File: src/rtl/fib_pkg.sv
// Shared types and constants for the Fibonacci-style sequence generator.
package fib_pkg;

    // Two-state controller: waiting for a start, or streaming terms.
    typedef enum logic {
        IDLE = 1'b0,
        RUN  = 1'b1
    } fib_state_t;

    // Arithmetic mode selectors for the SAT_MODE parameter.
    localparam int SAT_WRAP = 0;
    localparam int SAT_SAT  = 1;

endpackage

File: src/rtl/fib_step_add.sv
// Combinational next-term adder: sum = a + b with carry-out, either wrapping
// modulo 2^WIDTH or clamping to all-ones when the add carries.
module fib_step_add
    import fib_pkg::*;
#(
    parameter int WIDTH    = 32,
    parameter int SAT_MODE = SAT_WRAP
) (
    input  logic [WIDTH-1:0] a,
    input  logic [WIDTH-1:0] b,
    output logic [WIDTH-1:0] sum,
    output logic             carry
);

    logic [WIDTH:0] raw;

    assign raw   = {1'b0, a} + {1'b0, b};
    assign carry = raw[WIDTH];

    // Per-bit result select: saturation forces every bit high on carry.
    genvar gi;
    generate
        for (gi = 0; gi < WIDTH; gi++) begin : g_bit
            if (SAT_MODE == SAT_SAT) begin : g_sat
                assign sum[gi] = raw[gi] | raw[WIDTH];
            end else begin : g_wrap
                assign sum[gi] = raw[gi];
            end
        end
    endgenerate

endmodule

File: src/rtl/fib_seq_gen.sv
// Fibonacci-style sequence generator with valid/ready output.
// Streams n_terms terms starting from seed0/seed1, tagging each with its index,
// a last flag and a per-term overflow flag, plus a sticky run overflow.
// Optional macro FIB_SEQ_ABORT_EN adds an 'abort' input that ends a run early.
module fib_seq_gen
    import fib_pkg::*;
#(
    parameter int WIDTH    = 32,
    parameter int CNT_W    = 8,
    parameter int SAT_MODE = SAT_WRAP
) (
    input  logic             clk,
    input  logic             rst,
    input  logic             start,
    input  logic [WIDTH-1:0] seed0,
    input  logic [WIDTH-1:0] seed1,
    input  logic [CNT_W-1:0] n_terms,
`ifdef FIB_SEQ_ABORT_EN
    input  logic             abort,
`endif
    input  logic             out_ready,
    output logic             out_valid,
    output logic [WIDTH-1:0] out_data,
    output logic [CNT_W-1:0] out_idx,
    output logic             out_last,
    output logic             out_ovf,
    output logic             busy,
    output logic             overflow
);

    fib_state_t       state_reg;
    logic [WIDTH-1:0] a_reg;        // term currently presented
    logic [WIDTH-1:0] b_reg;        // term presented after the next handshake
    logic             a_tag_reg;
    logic             b_tag_reg;
    logic [CNT_W-1:0] rem_reg;      // terms left including the presented one
    logic [CNT_W-1:0] idx_reg;
    logic             valid_reg;
    logic             last_reg;
    logic             ovf_sticky_reg;

    logic [WIDTH-1:0] sum_next;
    logic             carry_next;

    // Next-but-one term, computed from the current hold pair.
    fib_step_add #(
        .WIDTH    (WIDTH),
        .SAT_MODE (SAT_MODE)
    ) u_step (
        .a     (a_reg),
        .b     (b_reg),
        .sum   (sum_next),
        .carry (carry_next)
    );

    // Controller: run acceptance, handshake advance, termination.
    always_ff @(posedge clk) begin
        if (rst) begin
            state_reg      <= IDLE;
            a_reg          <= '0;
            b_reg          <= '0;
            a_tag_reg      <= 1'b0;
            b_tag_reg      <= 1'b0;
            rem_reg        <= '0;
            idx_reg        <= '0;
            valid_reg      <= 1'b0;
            last_reg       <= 1'b0;
            ovf_sticky_reg <= 1'b0;
        end else begin
            case (state_reg)
                IDLE: begin
                    // A zero-length request is dropped without touching state.
                    if (start && (n_terms != '0)) begin
                        state_reg      <= RUN;
                        a_reg          <= seed0;
                        b_reg          <= seed1;
                        a_tag_reg      <= 1'b0;
                        b_tag_reg      <= 1'b0;
                        rem_reg        <= n_terms;
                        idx_reg        <= '0;
                        valid_reg      <= 1'b1;
                        last_reg       <= (n_terms == CNT_W'(1));
                        ovf_sticky_reg <= 1'b0;
                    end
                end
                RUN: begin
`ifdef FIB_SEQ_ABORT_EN
                    if (abort) begin
                        state_reg <= IDLE;
                        valid_reg <= 1'b0;
                        last_reg  <= 1'b0;
                    end else
`endif
                    if (out_ready) begin
                        if (last_reg) begin
                            // Final term consumed; the hold pair is left as-is.
                            state_reg <= IDLE;
                            valid_reg <= 1'b0;
                            last_reg  <= 1'b0;
                            rem_reg   <= rem_reg - CNT_W'(1);
                        end else begin
                            a_reg     <= b_reg;
                            a_tag_reg <= b_tag_reg;
                            b_reg     <= sum_next;
                            b_tag_reg <= carry_next;
                            idx_reg   <= idx_reg + CNT_W'(1);
                            rem_reg   <= rem_reg - CNT_W'(1);
                            last_reg  <= (rem_reg == CNT_W'(2));
                            // Sticky flag tracks terms that actually get presented.
                            if (b_tag_reg) begin
                                ovf_sticky_reg <= 1'b1;
                            end
                        end
                    end
                end
                default: state_reg <= IDLE;
            endcase
        end
    end

    assign out_valid = valid_reg;
    assign out_data  = a_reg;
    assign out_idx   = idx_reg;
    assign out_last  = last_reg;
    assign out_ovf   = a_tag_reg;
    assign busy      = (state_reg == RUN);
    assign overflow  = ovf_sticky_reg;

endmodule

File: config.mk
export PLATFORM = sky130hd
export DESIGN_NAME = fib_seq_gen
export DESIGN_NICKNAME = d
export VERILOG_FILES = /design/src/rtl/fib_pkg.sv /design/src/rtl/fib_step_add.sv /design/src/rtl/fib_seq_gen.sv
export SDC_FILE = /design/constraint.sdc
export NUM_CORES = 1
export LEC_CHECK = 0
export CORE_MARGIN = 4
export CORE_UTILIZATION = 45
export CTS_BUF_LIST = sky130_fd_sc_hd__clkbuf_8
export DETAILED_ROUTE_END_ITERATION = 10
export PLACE_DENSITY_LB_ADDON = 0.12
export SETUP_SLACK_MARGIN = 0.3
export SYNTH_ARGS = -nofsm -noshare
export SYNTH_HDL_FRONTEND = slang
export SYNTH_SLANG_ARGS = --single-unit
File: constraint.sdc
create_clock -name clk -period 4.85 [get_ports clk]
set_input_delay 0.97 -clock clk [delete_from_list [all_inputs] [get_ports clk]]
set_output_delay 0.97 -clock clk [all_outputs]
set_load 0.1 [all_outputs]
[Word level (Yosys, flattened, before mapping)]
Index checks and enable logic that the tools add are counted.
Storage, ports and cells
  bits in registers: 86
  bits of input ports: 76
  output and inout bits: 45
  logic and storage cells: 65
Operators by class
  $add $sub $neg: 3
  eq/ne operators: 7
  mux-type cells: 38
  bitwise logic cells: 1
  reductions and logical operators: 6
Operators with widths (count)
  $mux 32: 6
  $pmux 32 s2: 2
  $mux 8: 5
  $add 32x32->33: 1
  $pmux 8 s2: 2
  $mux 1: 17
  $pmux 1 s2: 6
  $add 8x1->8 const B: 1
  $eq 8x1->1 const B: 1
  $eq 8x2->1 const B: 1
  $reduce_bool 8->1: 1
  $sub 8x1->8 const B: 1
  $ne 2x2->1 const B: 3
  $reduce_and 3->1: 2
  $ne 2x1->1 const B: 2
  $reduce_and 4->1: 1
  $reduce_and 2->1: 1
  $logic_and 1x1->1: 1
  $not 1->1: 1

[Longest topological paths before layout]
  word-level depth: 4
  gate-level depth with buffers: 11
  depth with buffers taken out: 11

[By module]
A second synthesis with hierarchy kept.
Second synthesis, totals
  cells, all modules: 678
  area total of the unflattened synthesis: 5865.6 um^2
By module, submodules not included
  fib_seq_gen: instances 1, cells an instance 445, area an instance 4160.2 um^2, sequential area each 1721.7 um^2
  fib_step_add: instances 1, cells an instance 233, area an instance 1705.4 um^2, sequential area each 0.0 um^2

[Worst setup path after synthesis]
OpenSTA, ideal clock, no wires.
  kind: register to register
  start: register a_reg[0] (netlist: out_data[0])
  end: register b_reg[22]
  arrival time: 2.957 ns
  required time: 4.722 ns
  path slack: 1.766 ns
  stages on the path, launching flop included: 12
  path buffers: 0
  clock period less this slack: 3.084 ns
  cell sequence: dfxtp_1 -> ha_1 -> fa_1 -> a21oi_2 -> nand4b_1 -> a21oi_2 -> o31ai_4 -> a2111oi_4 -> nor2_1 -> xnor2_1 -> a221oi_1 -> nor2_1
Between the ends
  longest elaborated chain between the ends: 4
RTL lines
  start: declaration: RTL line fib_seq_gen.sv:32  | logic [WIDTH-1:0] a_reg;
  start signal: assignment: RTL line fib_seq_gen.sv:102  | a_reg <= b_reg;
  $add 32x32->33: RTL line fib_step_add.sv:17  | assign raw = {1'b0, a} + {1'b0, b};
  $mux 32: RTL line fib_seq_gen.sv:95  | if (last_reg) begin
  $mux 32: RTL line fib_seq_gen.sv:94  | if (out_ready) begin
  $pmux 32 s2: RTL line fib_seq_gen.sv:70  | case (state_reg)
  end signal: assignment: RTL line fib_seq_gen.sv:104  | b_reg <= sum_next;
  end: declaration: RTL line fib_seq_gen.sv:33  | logic [WIDTH-1:0] b_reg;
No other way between the ends. The select of a mux whose other input is x is not followed.
A chain may end at the register's enable or synchronous reset.

[Worst setup path in the final report]
  start: register state_reg (netlist: busy)
  end: output busy
RTL lines
  start: declaration: RTL line fib_seq_gen.sv:31  | fib_state_t state_reg;
  start signal: assignment: RTL line fib_seq_gen.sv:59  | state_reg <= IDLE;
  start signal: assignment: RTL line fib_seq_gen.sv:74  | state_reg <= RUN;
  start signal: assignment: RTL line fib_seq_gen.sv:97  | state_reg <= IDLE;
  end: declaration: RTL line fib_seq_gen.sv:27  | output logic busy,
No word-level cell between the ends.

==> metrics.csv <==
stage,metric,value,unit
sta,Slew headroom,0.329,
cells_and_area,Util after Layout,0.589,
sta,clk_skew,0.0105,ns
cts,total CTS buffers,9,
synthesis,asr flop ratio synth,0,
cts,CTS sink count,86,
die,core footprint,12000,um2
placement,RePlAce Congestion,0.869,
cells_and_area,post-route cell area,7070,um2
setup_path,Crit. End Element,output pin,
setup_path,R2R setup slack,1.82,ns
job,MaxCap Viol Count,0,
grt,initial antenna violation count,0,
cts,CTS Root Cell,clkbuf_8,
detailed_routing,WL met3,557,um
setup_path,worst r2r dst,b_reg[20]$_SDFFE_PP0P_,
die,Die ar.,14100,um2
setup_path,Critical path buffers and inverters,1,
synthesis,"Seq/Total Area, Yosys",0.312,
status,outcome,finished clean,
die,Die W,119,um
cts,Max Root-Sink Buffers,2,
detailed_routing,length of routed met2 wiring,7.18,mm
placement,placed cell area,6800,um2
setup_path,Worst path depth,1,
synthesis,Post-synth EDFFs,0,
setup_path,CP max stage delay,1.28,ns
cts,Post CTS Setup Buffer Count,0,
sta,final period utilization,0.730,
setup_path,Critical Path Source Type,flip-flop,
sta,final count of hold timing violations,0,
detailed_routing,remaining antenna violation count after routing,0,
cells_and_area,most frequent cells in the layout,"119 x clkdlybuf4s50_1, 87 x nor2_1, 85 x dfxtp_1",
grt,first-pass GRT wire length,25.1,mm
synthesis,Synth Net Count,786,
detailed_routing,M1 WL,7.15,mm
die,Initial Utilization,0.460,
setup_path,crit path DAT,2.57,ns
die,# IOs,121,
synthesis,Mean Syn Cell Area,8.20,um2
detailed_routing,vias,5308,
setup_path,Critical R2R Launch,busy$_SDFF_PP0_,
synthesis,Synth Warn #,0,
sta,worst hold slack,0.465,ns
detailed_routing,initial drt markers,264,
cells_and_area,layout cells sized above 1,0.0502,
setup_path,Reg2Reg Depth,7,
die,Die H,119,um
sta,minimum clock period,3.54,ns
detailed_routing,post-DR wirelength/cell,16.4,um
synthesis,Netlist cell types,57,
cells_and_area,area growth from synthesis to layout,28.0,%
sta,Max Slew Vio Count,0,
grt,GR Overflow Total,0,
detailed_routing,vias per cell,5.74,
cts,clock slew at reported path FFs,0.09,ns
placement,dpl hpwl,11.2,mm
grt,GR Util All Layers,0.214,
setup_path,crit path from,busy$_SDFF_PP0_,
detailed_routing,DRC,0,
worst_hold_path,WHS Path Cells,2,
grt,vias in the first global route,5135,
synthesis,post-synthesis cell area,5520,um2
cts,H-tree depth,3,
detailed_routing,first-pass iteration count of the detailed router,5,
die,row cnt,40,
worst_hold_path,worst hold path class,flip-flop to flip-flop,
cts,Post-CTS Resized,0,
setup_path,cells along the critical path,clkdlybuf4s50_1,
detailed_routing,drt total wl,15.2,mm
cells_and_area,"commonest non-fill, non-tap cell in the layout",clkdlybuf4s50_1,
placement,port buffer count,120,
power,worst vdd ir,0.181,mV
cts,worst-skew pair later-pin latency,0.39,ns
sta,fmax,283,MHz
power,Leak,2.80,nW
setup_path,kind of critical path,flip-flop to output pin,
setup_path,end of the critical path,busy,
synthesis,dominant synthesized flop cell,dfxtp_1,
detailed_routing,top sig layer,met4,
sta,final setup fails,0,
grt,largest net degree at the start of global routing,56,
sta,unrepaired setup endpoints after global routing,false,
setup_path,"critical path fanouts, max",53,
synthesis,Mapped Cells,674,
setup_path,WP data required,3.88,ns
sta,worst slew pin tran,1.00,ns
sta,Final TNS setup,0,ns
cells_and_area,nets,884,
cts,CTS tree,done,
setup_path,CP top delay family,buffers and inverters,
synthesis,synthesized flop and latch total,86,
cells_and_area,number of diodes,0,
cts,CTS Hold Bufs,0,
setup_path,Worst path slowest cell,clkdlybuf4s50_1,
power,Pwr per Cell Area,341,nW/um2
kinds of logic (layout without fill, tap and decap cells):
| kind of cell | count (synthesis) | in the layout | share of synthesized area |
|---|---|---|---|
| adders and majority gates | 36 | 36 | 0.0829 |
| and+or+nand+nor | 214 | 214 | 0.175 |
| muxes | 48 | 48 | 0.0870 |
| AOI/OAI and AO/OA | 207 | 207 | 0.256 |
| buffers and inverters | 52 | 155 | 0.0378 |
| DFF | 86 | 86 | 0.312 |
| xor gates and xnor gates | 31 | 31 | 0.0492 |
area by class of cell:
| type | count | area (um2) |
|---|---|---|
| inverter | 11 | 41.3 |
| sequential | 86 | 1730 |
| multi-input combinational | 536 | 3600 |
| fill | 1115 | 4940 |
| clock inverter | 6 | 133 |
| timing repair buffer | 128 | 1260 |
| clock buffer | 10 | 138 |
| tap | 147 | 184 |
synth_stat cells (all sizes together) (3+ instances only):
master	n	area [um2]
a211oi	53	398
a21o	15	113
a21oi	58	313
a221oi	10	87.6
a22oi	3	22.5
a31oi	4	25.0
and2	3	18.8
and3	3	18.8
buf	10	51.3
clkbuf	31	116
dfxtp	86	1720
ha	35	438
inv	11	41.3
mux2i	48	480
nand2	60	225
nand3	13	65.1
nand4	11	68.8
nor2	88	333
nor2b	6	37.5
nor3	6	30.0
nor3b	8	60.1
o211ai	4	35.0
o21a	3	22.5
o21ai	29	149
o21bai	9	67.6
o22ai	4	25.0
o31ai	4	43.8
or3	5	31.3
xnor2	15	131
xor2	16	140
how the worst min path moves through the flow:
stage	start	to
floorplan	b_reg[2]$_SDFFE_PP0P_	b_reg[2]$_SDFFE_PP0P_
global placement	overflow$_SDFFE_PP0P_	overflow$_SDFFE_PP0P_
detailed placement	overflow$_SDFFE_PP0P_	overflow$_SDFFE_PP0P_
CTS	overflow$_SDFFE_PP0P_	overflow$_SDFFE_PP0P_
global route	overflow$_SDFFE_PP0P_	overflow$_SDFFE_PP0P_
finish	overflow$_SDFFE_PP0P_	overflow$_SDFFE_PP0P_
layer usage:
metal	track usage	vias to the layer above
li1	-	2669
met1	0.281	2494
met2	0.356	123
met3	0.0344	22
met4	0.0782	0
met5	0	-
metrics by stage:
step           power (mW)  worst slack (ns)  std cells
2_1_floorplan        1.51              1.77        674
3_3_place_gp         1.73              1.46        908
3_5_place_dp         1.74              1.35        908
4_1_cts              2.43              1.28        924
5_1_grt              2.54              1.24        924
6_report             2.41              1.31        924
power breakdown:
group	internal [mW]	switching [mW]	leakage [nW]	total, mW
clock network	0.407	0.280	0.132	0.687
logic	0.317	0.557	1.96	0.874
registers	0.774	0.0795	0.710	0.853
total	1.50	0.916	2.80	2.41
Note: power is estimated with default switching activity, not from simulation.
